--- src/rtl/mult16_part_sched_if.sv ---
// Request, shared-PU and response bundle for mult16_part_sched.
// slave is the scheduler side; master is the requesters/PU/consumer side.
interface mult16_part_sched_if;
  logic [3:0]  req_valid;
  logic [23:0] req_data;
  logic [3:0]  req_ready;
  logic [5:0]  pu_in;
  logic [3:0]  pu_out;
  logic        rsp_valid;
  logic [1:0]  rsp_id;
  logic [3:0]  rsp_data;
  logic        rsp_ready;

  modport master (
    output req_valid, req_data, pu_out, rsp_ready,
    input  req_ready, pu_in, rsp_valid, rsp_id, rsp_data
  );

  modport slave (
    input  req_valid, req_data, pu_out, rsp_ready,
    output req_ready, pu_in, rsp_valid, rsp_id, rsp_data
  );
endinterface

--- src/rtl/mult16_part_sched.sv ---
// Round-robin scheduler sharing one combinational 6-in/4-out partition unit
// among four requesters through a two-stage pipeline, with flush/drain control.
module mult16_part_sched #(
  parameter int NREQ = 4
) (
  input  logic                clk,
  input  logic                rst,
  mult16_part_sched_if.slave  bus,
  input  logic                flush,
  output logic                flush_done,
  output logic [15:0]         op_count
);
  localparam int IDW = 2;

  typedef enum logic [1:0] {RUN, DRAIN, DONE} state_t;

  state_t           state_reg, state_next;
  logic             s1_valid_reg;
  logic [IDW-1:0]   s1_id_reg;
  logic [5:0]       s1_op_reg;
  logic             s2_valid_reg;
  logic [IDW-1:0]   s2_id_reg;
  logic [3:0]       s2_res_reg;
  logic [IDW-1:0]   last_grant_reg;
  logic [15:0]      op_count_reg;

  logic [5:0]       lane [NREQ];
  logic             rsp_fire, s1_adv, s1_free, grant_en, grant_any, transfer;
  logic [IDW-1:0]   grant_idx;
  logic [IDW-1:0]   cand;

  genvar gi;
  generate
    for (gi = 0; gi < NREQ; gi++) begin : g_lane
      assign lane[gi] = bus.req_data[6*gi +: 6];
    end
  endgenerate

  assign rsp_fire = s2_valid_reg && bus.rsp_ready;
  assign s1_adv   = s1_valid_reg && (!s2_valid_reg || bus.rsp_ready);
  assign s1_free  = !s1_valid_reg || s1_adv;
  // No grant in the very cycle flush is first seen, nor while reset is held.
  assign grant_en = (state_reg == RUN) && !flush && s1_free && !rst;

  always_comb begin
    grant_any = 1'b0;
    grant_idx = '0;
    cand      = '0;
    for (int k = 1; k <= NREQ; k++) begin
      cand = last_grant_reg + IDW'(k);
      if (!grant_any && bus.req_valid[cand]) begin
        grant_any = 1'b1;
        grant_idx = cand;
      end
    end
  end

  assign transfer      = grant_en && grant_any;
  assign bus.req_ready = transfer ? (4'(1) << grant_idx) : 4'b0;

  always_comb begin
    state_next = state_reg;
    case (state_reg)
      RUN:     if (flush) state_next = DRAIN;
      DRAIN:   if (!s1_valid_reg && !s2_valid_reg) state_next = DONE;
      DONE:    if (!flush) state_next = RUN;
      default: state_next = RUN;
    endcase
  end

  always_ff @(posedge clk) begin
    if (rst) begin
      state_reg      <= RUN;
      s1_valid_reg   <= 1'b0;
      s1_id_reg      <= '0;
      s1_op_reg      <= '0;
      s2_valid_reg   <= 1'b0;
      s2_id_reg      <= '0;
      s2_res_reg     <= '0;
      last_grant_reg <= IDW'(NREQ - 1);
      op_count_reg   <= '0;
    end else begin
      state_reg <= state_next;
      if (transfer) begin
        s1_valid_reg   <= 1'b1;
        s1_id_reg      <= grant_idx;
        s1_op_reg      <= lane[grant_idx];
        last_grant_reg <= grant_idx;
      end else if (s1_adv) begin
        s1_valid_reg <= 1'b0;
      end
      if (s1_adv) begin
        s2_valid_reg <= 1'b1;
        s2_id_reg    <= s1_id_reg;
        s2_res_reg   <= bus.pu_out;
      end else if (rsp_fire) begin
        s2_valid_reg <= 1'b0;
      end
      if (rsp_fire && (op_count_reg != 16'hFFFF))
        op_count_reg <= op_count_reg + 16'd1;
    end
  end

  assign bus.pu_in     = s1_valid_reg ? s1_op_reg : 6'b0;
  assign bus.rsp_valid = s2_valid_reg;
  assign bus.rsp_id    = s2_id_reg;
  assign bus.rsp_data  = s2_res_reg;
  assign flush_done    = (state_reg == DONE);
  assign op_count      = op_count_reg;
endmodule

--- src/flat_wrapper.sv ---
// flat-port wrapper written by rule: the top's interface ports become plain ports
module mult16_part_sched_flat 
#(
  parameter int NREQ = 4
)
  (clk, rst, flush, flush_done, op_count, bus_req_valid, bus_req_data, bus_pu_out, bus_rsp_ready, bus_req_ready, bus_pu_in, bus_rsp_valid, bus_rsp_id, bus_rsp_data);
  mult16_part_sched_if bus_i ();
  input  logic clk;
  input  logic rst;
  input  logic flush;
  output logic flush_done;
  output logic [15:0] op_count;
  input wire logic [$bits(bus_i.req_valid)-1:0] bus_req_valid;
  input wire logic [$bits(bus_i.req_data)-1:0] bus_req_data;
  input wire logic [$bits(bus_i.pu_out)-1:0] bus_pu_out;
  input wire logic [$bits(bus_i.rsp_ready)-1:0] bus_rsp_ready;
  output wire logic [$bits(bus_i.req_ready)-1:0] bus_req_ready;
  output wire logic [$bits(bus_i.pu_in)-1:0] bus_pu_in;
  output wire logic [$bits(bus_i.rsp_valid)-1:0] bus_rsp_valid;
  output wire logic [$bits(bus_i.rsp_id)-1:0] bus_rsp_id;
  output wire logic [$bits(bus_i.rsp_data)-1:0] bus_rsp_data;
  assign bus_i.req_valid = bus_req_valid;
  assign bus_i.req_data = bus_req_data;
  assign bus_i.pu_out = bus_pu_out;
  assign bus_i.rsp_ready = bus_rsp_ready;
  assign bus_req_ready = bus_i.req_ready;
  assign bus_pu_in = bus_i.pu_in;
  assign bus_rsp_valid = bus_i.rsp_valid;
  assign bus_rsp_id = bus_i.rsp_id;
  assign bus_rsp_data = bus_i.rsp_data;
  mult16_part_sched #(.NREQ(NREQ)) u_core (.clk(clk), .rst(rst), .bus(bus_i), .flush(flush), .flush_done(flush_done), .op_count(op_count));
endmodule
--- config.mk ---
export PLATFORM = sky130hd
export DESIGN_NAME = mult16_part_sched_flat
export DESIGN_NICKNAME = d
export VERILOG_FILES = /design/src/rtl/mult16_part_sched_if.sv /design/src/rtl/mult16_part_sched.sv /design/src/flat_wrapper.sv
export SDC_FILE = /design/constraint.sdc
export NUM_CORES = 1
export LEC_CHECK = 0
export BUFFER_PORTS_ARGS = -buffer_cell sky130_fd_sc_hd__buf_4
export CAP_MARGIN = 25
export CORE_AREA = 5 5 69 71
export CTS_CLUSTER_DIAMETER = 120
export CTS_CLUSTER_SIZE = 40
export DETAILED_ROUTE_END_ITERATION = 16
export DIE_AREA = 0 0 74 76
export PLACE_DENSITY = 0.76
export SYNTH_ARGS = -nofsm -noshare
export SYNTH_HDL_FRONTEND = slang
export SYNTH_SLANG_ARGS = --single-unit
--- constraint.sdc ---
create_clock -name clk -period 2.28 [get_ports clk]
set_clock_uncertainty 0.15 [all_clocks]
set_input_delay 0 -clock clk [delete_from_list [all_inputs] [get_ports clk]]
set_output_delay 0 -clock clk [all_outputs]
set_load 0.05 [all_outputs]
# Word level (Yosys, flattened, before mapping)

Index checks and enable logic that the tools add are counted.

Logic and storage cells: 79
Register bits after elaboration: 36
Input bits: 36
Output and inout port bits: 34

Add/subtract/negate cells: 4
$lt $le $gt $ge: 5
Reductions and logical operators: 24
Shift-type cells: 1
Equality and inequality tests: 6
Bitwise logic cells: 1
Mux-type cells: 29

Operators by type and width:

| operator                | count |
|---|---|
| $mux W6                 | 3 |
| $add A16 B1 Y16 const B | 1 |
| $ne A16 B16 Y1 const B  | 1 |
| $mux W2                 | 7 |
| $bmux W6 S2             | 1 |
| $lt A2 B3 Y1 const B    | 4 |
| $mux W1                 | 12 |
| $logic_and A1 B1 Y1     | 11 |
| $bmux W1 S2             | 4 |
| $logic_not A1 Y1        | 7 |
| $pmux W2 S3             | 1 |
| $add A2 B2 Y2 const B   | 2 |
| $mux W4                 | 1 |
| $ne A2 B2 Y1 const B    | 2 |
| $reduce_bool A2 Y1      | 2 |
| $shl A1 B2 Y4 const A   | 1 |
| $ge A3 B3 Y1 const B    | 1 |
| $not A2 Y3              | 1 |
| $reduce_and A3 Y1       | 1 |
| $add A2 B1 Y2 const B   | 1 |
| $eq A2 B1 Y1 const B    | 1 |
| $eq A2 B2 Y1 const B    | 1 |
| $logic_not A2 Y1        | 1 |
| $logic_or A1 B1 Y1      | 2 |
| $ne A2 B1 Y1 const B    | 1 |

# Longest topological paths before layout

Depth in word-level cells: 17
Gate-level depth with buffers: 7
Depth with buffers taken out: 6

# Worst setup path before layout

OpenSTA, ideal clock, no wires.

Path type: reg-to-output
Start point: register u_core.s2_valid_reg (netlist: u_core.bus.rsp_valid)
End point: output bus_req_ready[1]
Data arrival time: 2.393 ns
Path slack: -0.263 ns
Stages on the path, launching flop included: 5
Path buffers: 1
Cell sequence: dfxtp_1 nand3_1 nand4_1 clkbuf_1 nor3b_1

Cells in the longest elaborated chain, start to end: 8

Ends and longest elaborated chain:

| item                             | line                    | RTL |
|---|---|---|
| start: declaration               | mult16_part_sched.sv:21 | `logic s2_valid_reg;` |
| start signal: assignment         | mult16_part_sched.sv:77 | `s2_valid_reg <= 1'b0;` |
| start signal: assignment         | mult16_part_sched.sv:93 | `s2_valid_reg <= 1'b1;` |
| start signal: assignment         | mult16_part_sched.sv:97 | `s2_valid_reg <= 1'b0;` |
| $logic_not A1 Y1                 | mult16_part_sched.sv:40 | `assign s1_adv = s1_valid_reg && (!s2_valid_reg \|\| bus.rsp_ready);` |
| $logic_or A1 B1 Y1               | mult16_part_sched.sv:40 |  |
| $logic_and A1 B1 Y1              | mult16_part_sched.sv:40 |  |
| $logic_or A1 B1 Y1               | mult16_part_sched.sv:41 | `assign s1_free = !s1_valid_reg \|\| s1_adv;` |
| $logic_and A1 B1 Y1 (2 in a row) | mult16_part_sched.sv:43 | `assign grant_en = (state_reg == RUN) && !flush && s1_free && !rst;` |
| $logic_and A1 B1 Y1              | mult16_part_sched.sv:58 | `assign transfer = grant_en && grant_any;` |
| $mux W4                          | mult16_part_sched.sv:59 | `assign bus.req_ready = transfer ? (4'(1) << grant_idx) : 4'b0;` |
| end: declaration                 | flat_wrapper.sv:17      | `output wire logic [$bits(bus_i.req_ready)-1:0] bus_req_ready;` |

No other way between the ends.

# Worst setup path in the final report

Start point: register u_core.s2_valid_reg (netlist: u_core.bus.rsp_valid)
End point: register u_core.s2_res_reg[1] (netlist: u_core.bus.rsp_data[1])

Cells in the longest elaborated chain, start to end: 3

Ends and longest elaborated chain:

| item                   | line                    | RTL |
|---|---|---|
| $logic_not A1 Y1       | mult16_part_sched.sv:40 |  |
| $logic_or A1 B1 Y1     | mult16_part_sched.sv:40 |  |
| $logic_and A1 B1 Y1    | mult16_part_sched.sv:40 |  |
| end signal: assignment | mult16_part_sched.sv:95 | `s2_res_reg <= bus.pu_out;` |
| end: declaration       | mult16_part_sched.sv:23 | `logic [3:0] s2_res_reg;` |

No other way between the ends.
A chain may end at the register's enable or synchronous reset.

==> flow_summary.ini <==
[run_status]
status = finished clean

[synthesis]
avgSynthCellArea_um2 = 9.13
ys_ff_latch = 36
synth_warnings = 0
syn_nets = 244
synth_cells = 207
synth_cell_type_count = 44
netlist_area_um2 = 1890
seq_area_frac_synth = 0.381

[timing]
setup_viol = 0
final_max_slew_viol_count = 0
finalCriticalPeriod_ns = 2.08
rsz0062_at_grt = false
max-slew-margin-rel = 0.679
max_freq_mhz = 480
fin_crit_sh = 0.913
hold_violations = 0
fin_tns_setup_ns = 0
worstMarginPinSlew_ns = 0.481

[setup_path]
crit_type = reg2reg
path_cells = inv_1 -> o21ai_2 -> mux2i_1 -> nor2_1 -> dlygate4sd3_1
critPathMaxFanout = 9
cp_slowest_stage_delay_ns = 0.57
startpoint = u_core.bus.rsp_valid
end_kind = flop
crit_required_ns = 2.31
startpoint_type = flop
crit_buf_inv = 2
arrival_ns = 2.11
reg2reg_to = u_core.bus.rsp_data[1]
cp.depth = 5
rr_worst_depth = 5
endpoint = u_core.bus.rsp_data[1]
crit-reg2reg-launch = u_core.bus.rsp_valid
ff2ff_setup_slack_ns = 0.20
crit_family = buffers and inverters
critPathSlowestCell = dlygate4sd3_1

[clocking]
cts-resized-gates = 0
cts.sinks = 36
clockBufferDepth = 2
cts_tree = built
clock_latency_ns = 0.29
cts_root_buf = clkbuf_8
htree_levels = 2
numCtsBuffers = 5
clk_pin_slew_worst_paths_ns = 0.07
cts_hold_buf = 13
post_cts_buffers = 0

[grt]
use_met1 = 0.181
gr-usage-met2 = 0.266
grt_pass1_wl_um = 7220
grtUsageMet3 = 0.0620
gr-total-overflow = 0
grt-busiest-layer = met2
grt_pass1_vias = 1716
grt_max_degree = 38
antenna_found_initial = 0
grt.total_usage = 0.162

[cells_and_area]
final_area_um2 = 2660
drive_above_1_share = 0.336
diodes = 0
area_growth_pct = 40.5
fin_nets = 326
largest_reg_flops = 16

[floorplanning]
fp.dieH_um = 76
ios = 70
core_area_um2 = 4170
fp-row-count = 24
die_width_um = 74
fp.dieArea_um2 = 5620
start_util = 0.453

[drt]
vias_per_cell = 5.14
post_drt_wl_per_cell_um = 13.0
totalWireLength_um = 4440
drt_iter0_drc = 82
drc = 0
firstDrtPassIters = 4
vias = 1752
ant_nets = 0

[placement]
placedInstanceArea_um2 = 2430
gp_congestion = 0.751
dp_hpwl_um = 3210
io_buffers = 69

[pwr]
powerDensity_nw_per_um2 = 537
peakVddDrop_mv = 0.318
leakagePower_nw = 1.17

[min_path]
hold_depth = 4
hold_class = in2reg

[flow_run]
cap_violations = 0
-- how the worst min path moves through the flow --
| stage | start | end | slack, ns |
|---|---|---|---|
| 5_1_grt | bus_req_data[2] | u_core.s1_op_reg[2] | 0.03 |
| 3_3_place_gp | bus_pu_out[3] | u_core.bus.rsp_data[3] | 0.08 |
| 6_report | bus_req_data[0] | u_core.s1_op_reg[0] | 0.02 |
| 3_5_place_dp | bus_pu_out[0] | u_core.bus.rsp_data[0] | 0.09 |
| 4_1_cts | bus_req_data[8] | u_core.s1_op_reg[2] | 0.02 |
| 2_1_floorplan | flush | u_core.state_reg[1] | -0.009 |
-- Yosys cell counts, drive strengths merged --
cell     instances  area (µm²)
nand3            3        15.0
nor3b            2        15.0
nor3             8        40.0
nor2b            2        12.5
and3             3        18.8
or2              3        18.8
inv              4        15.0
nor4             3        31.3
a21o             1        7.51
and2b            1        7.51
buf              6        61.3
nor4b            3        32.5
a2111oi          1        8.76
or3              1        6.26
a21oi            6        30.0
clkbuf           4        15.0
ha               1        12.5
dfxtp           36         721
o221a            1        11.3
o21ai           12        63.8
xnor2           10        87.6
o2111ai          1        8.76
o21bai           2        15.0
nand3b           6        45.0
and4             3        26.3
nor2            32         120
o311ai           1        8.76
mux2i           20         200
nand2b           2        12.5
and2             6        37.5
xor2             3        26.3
nand4            4        46.3
mux2             6        67.6
nand2            9        36.3
o211ai           1        7.51
-- area by class of cell --
| cell class | count | area (µm²) |
|---|---|---|
| multi-input cells | 157 | 1090 |
| clock buffers | 7 | 96.3 |
| fillers | 373 | 1520 |
| well taps | 52 | 65.1 |
| repair buffers | 85 | 671 |
| flip-flops and latches | 36 | 721 |
| inverters | 4 | 15.0 |
-- power by group --
group	internal, mW	switching [mW]
clock network	0.269	0.224
logic	0.133	0.127
registers	0.655	0.0184
-- metal layers --
| metal | up-vias | routed length (µm) |
|---|---|---|
| li1 | 887 | - |
| met1 | 810 | 1870 |
| met2 | 50 | 2150 |
| met3 | 5 | 356 |
| met4 | 0 | 62 |
| met5 | - | 0 |
-- tightest hold or removal path: stages --
cell     delay [ns]
buf_4          0.10
mux2i_1        0.11
mux2_2         0.16
o21ai_1        0.05
-- cell usage in the layout (no fill, tap or decap), types with 3 or more instances in the layout --
cell / Yosys / final
inv_1: 4 / 4
and4_1: 3 / 3
dfxtp_1: 36 / 36
buf_4: 0 / 72
and2_1: 6 / 6
o21ai_0: 5 / 5
nor2_1: 32 / 32
o21ai_1: 6 / 6
mux2_2: 6 / 6
nand3b_1: 6 / 6
nand3_1: 3 / 3
mux2i_1: 20 / 20
xnor2_1: 10 / 10
nand2_1: 8 / 8
nor3_1: 8 / 7
xor2_1: 3 / 3
clkbuf_8: 0 / 7
dlygate4sd3_1: 0 / 13
a21oi_1: 6 / 6
and3_1: 3 / 3
-- stage by stage --
| step | worst slack, ns | total power, mW | instances | hold WS [ns] | utilization |
|---|---|---|---|---|---|
| 2_1_floorplan | 0.189 | 0.851 | 207 | -0.00930 | - |
| 3_3_place_gp | 0.482 | 0.930 | 321 | 0.0810 | 0.582 |
| 3_5_place_dp | 0.466 | 0.932 | 321 | 0.0902 | 0.582 |
| 4_1_cts | 0.190 | 1.45 | 341 | 0.0208 | 0.636 |
| 5_1_grt | 0.0452 | 1.49 | 341 | 0.0315 | 0.636 |
| 6_report | 0.198 | 1.43 | 341 | 0.0238 | 0.636 |
-- kinds of logic (layout without fill, tap and decap cells) --
group / after synthesis / count (layout) / synth area share
AND/OR/NAND/NOR: 91 / 91 / 0.276
flip-flops: 36 / 36 / 0.381
AO/OA/AOI/OAI: 26 / 26 / 0.0854
multiplexers: 26 / 26 / 0.142
buffers and inverters: 14 / 96 / 0.0483
XOR/XNOR: 13 / 13 / 0.0603
adder cells (fa/ha/maj): 1 / 1 / 0.00662
No activity file was read; power rests on OpenSTA's default activity.
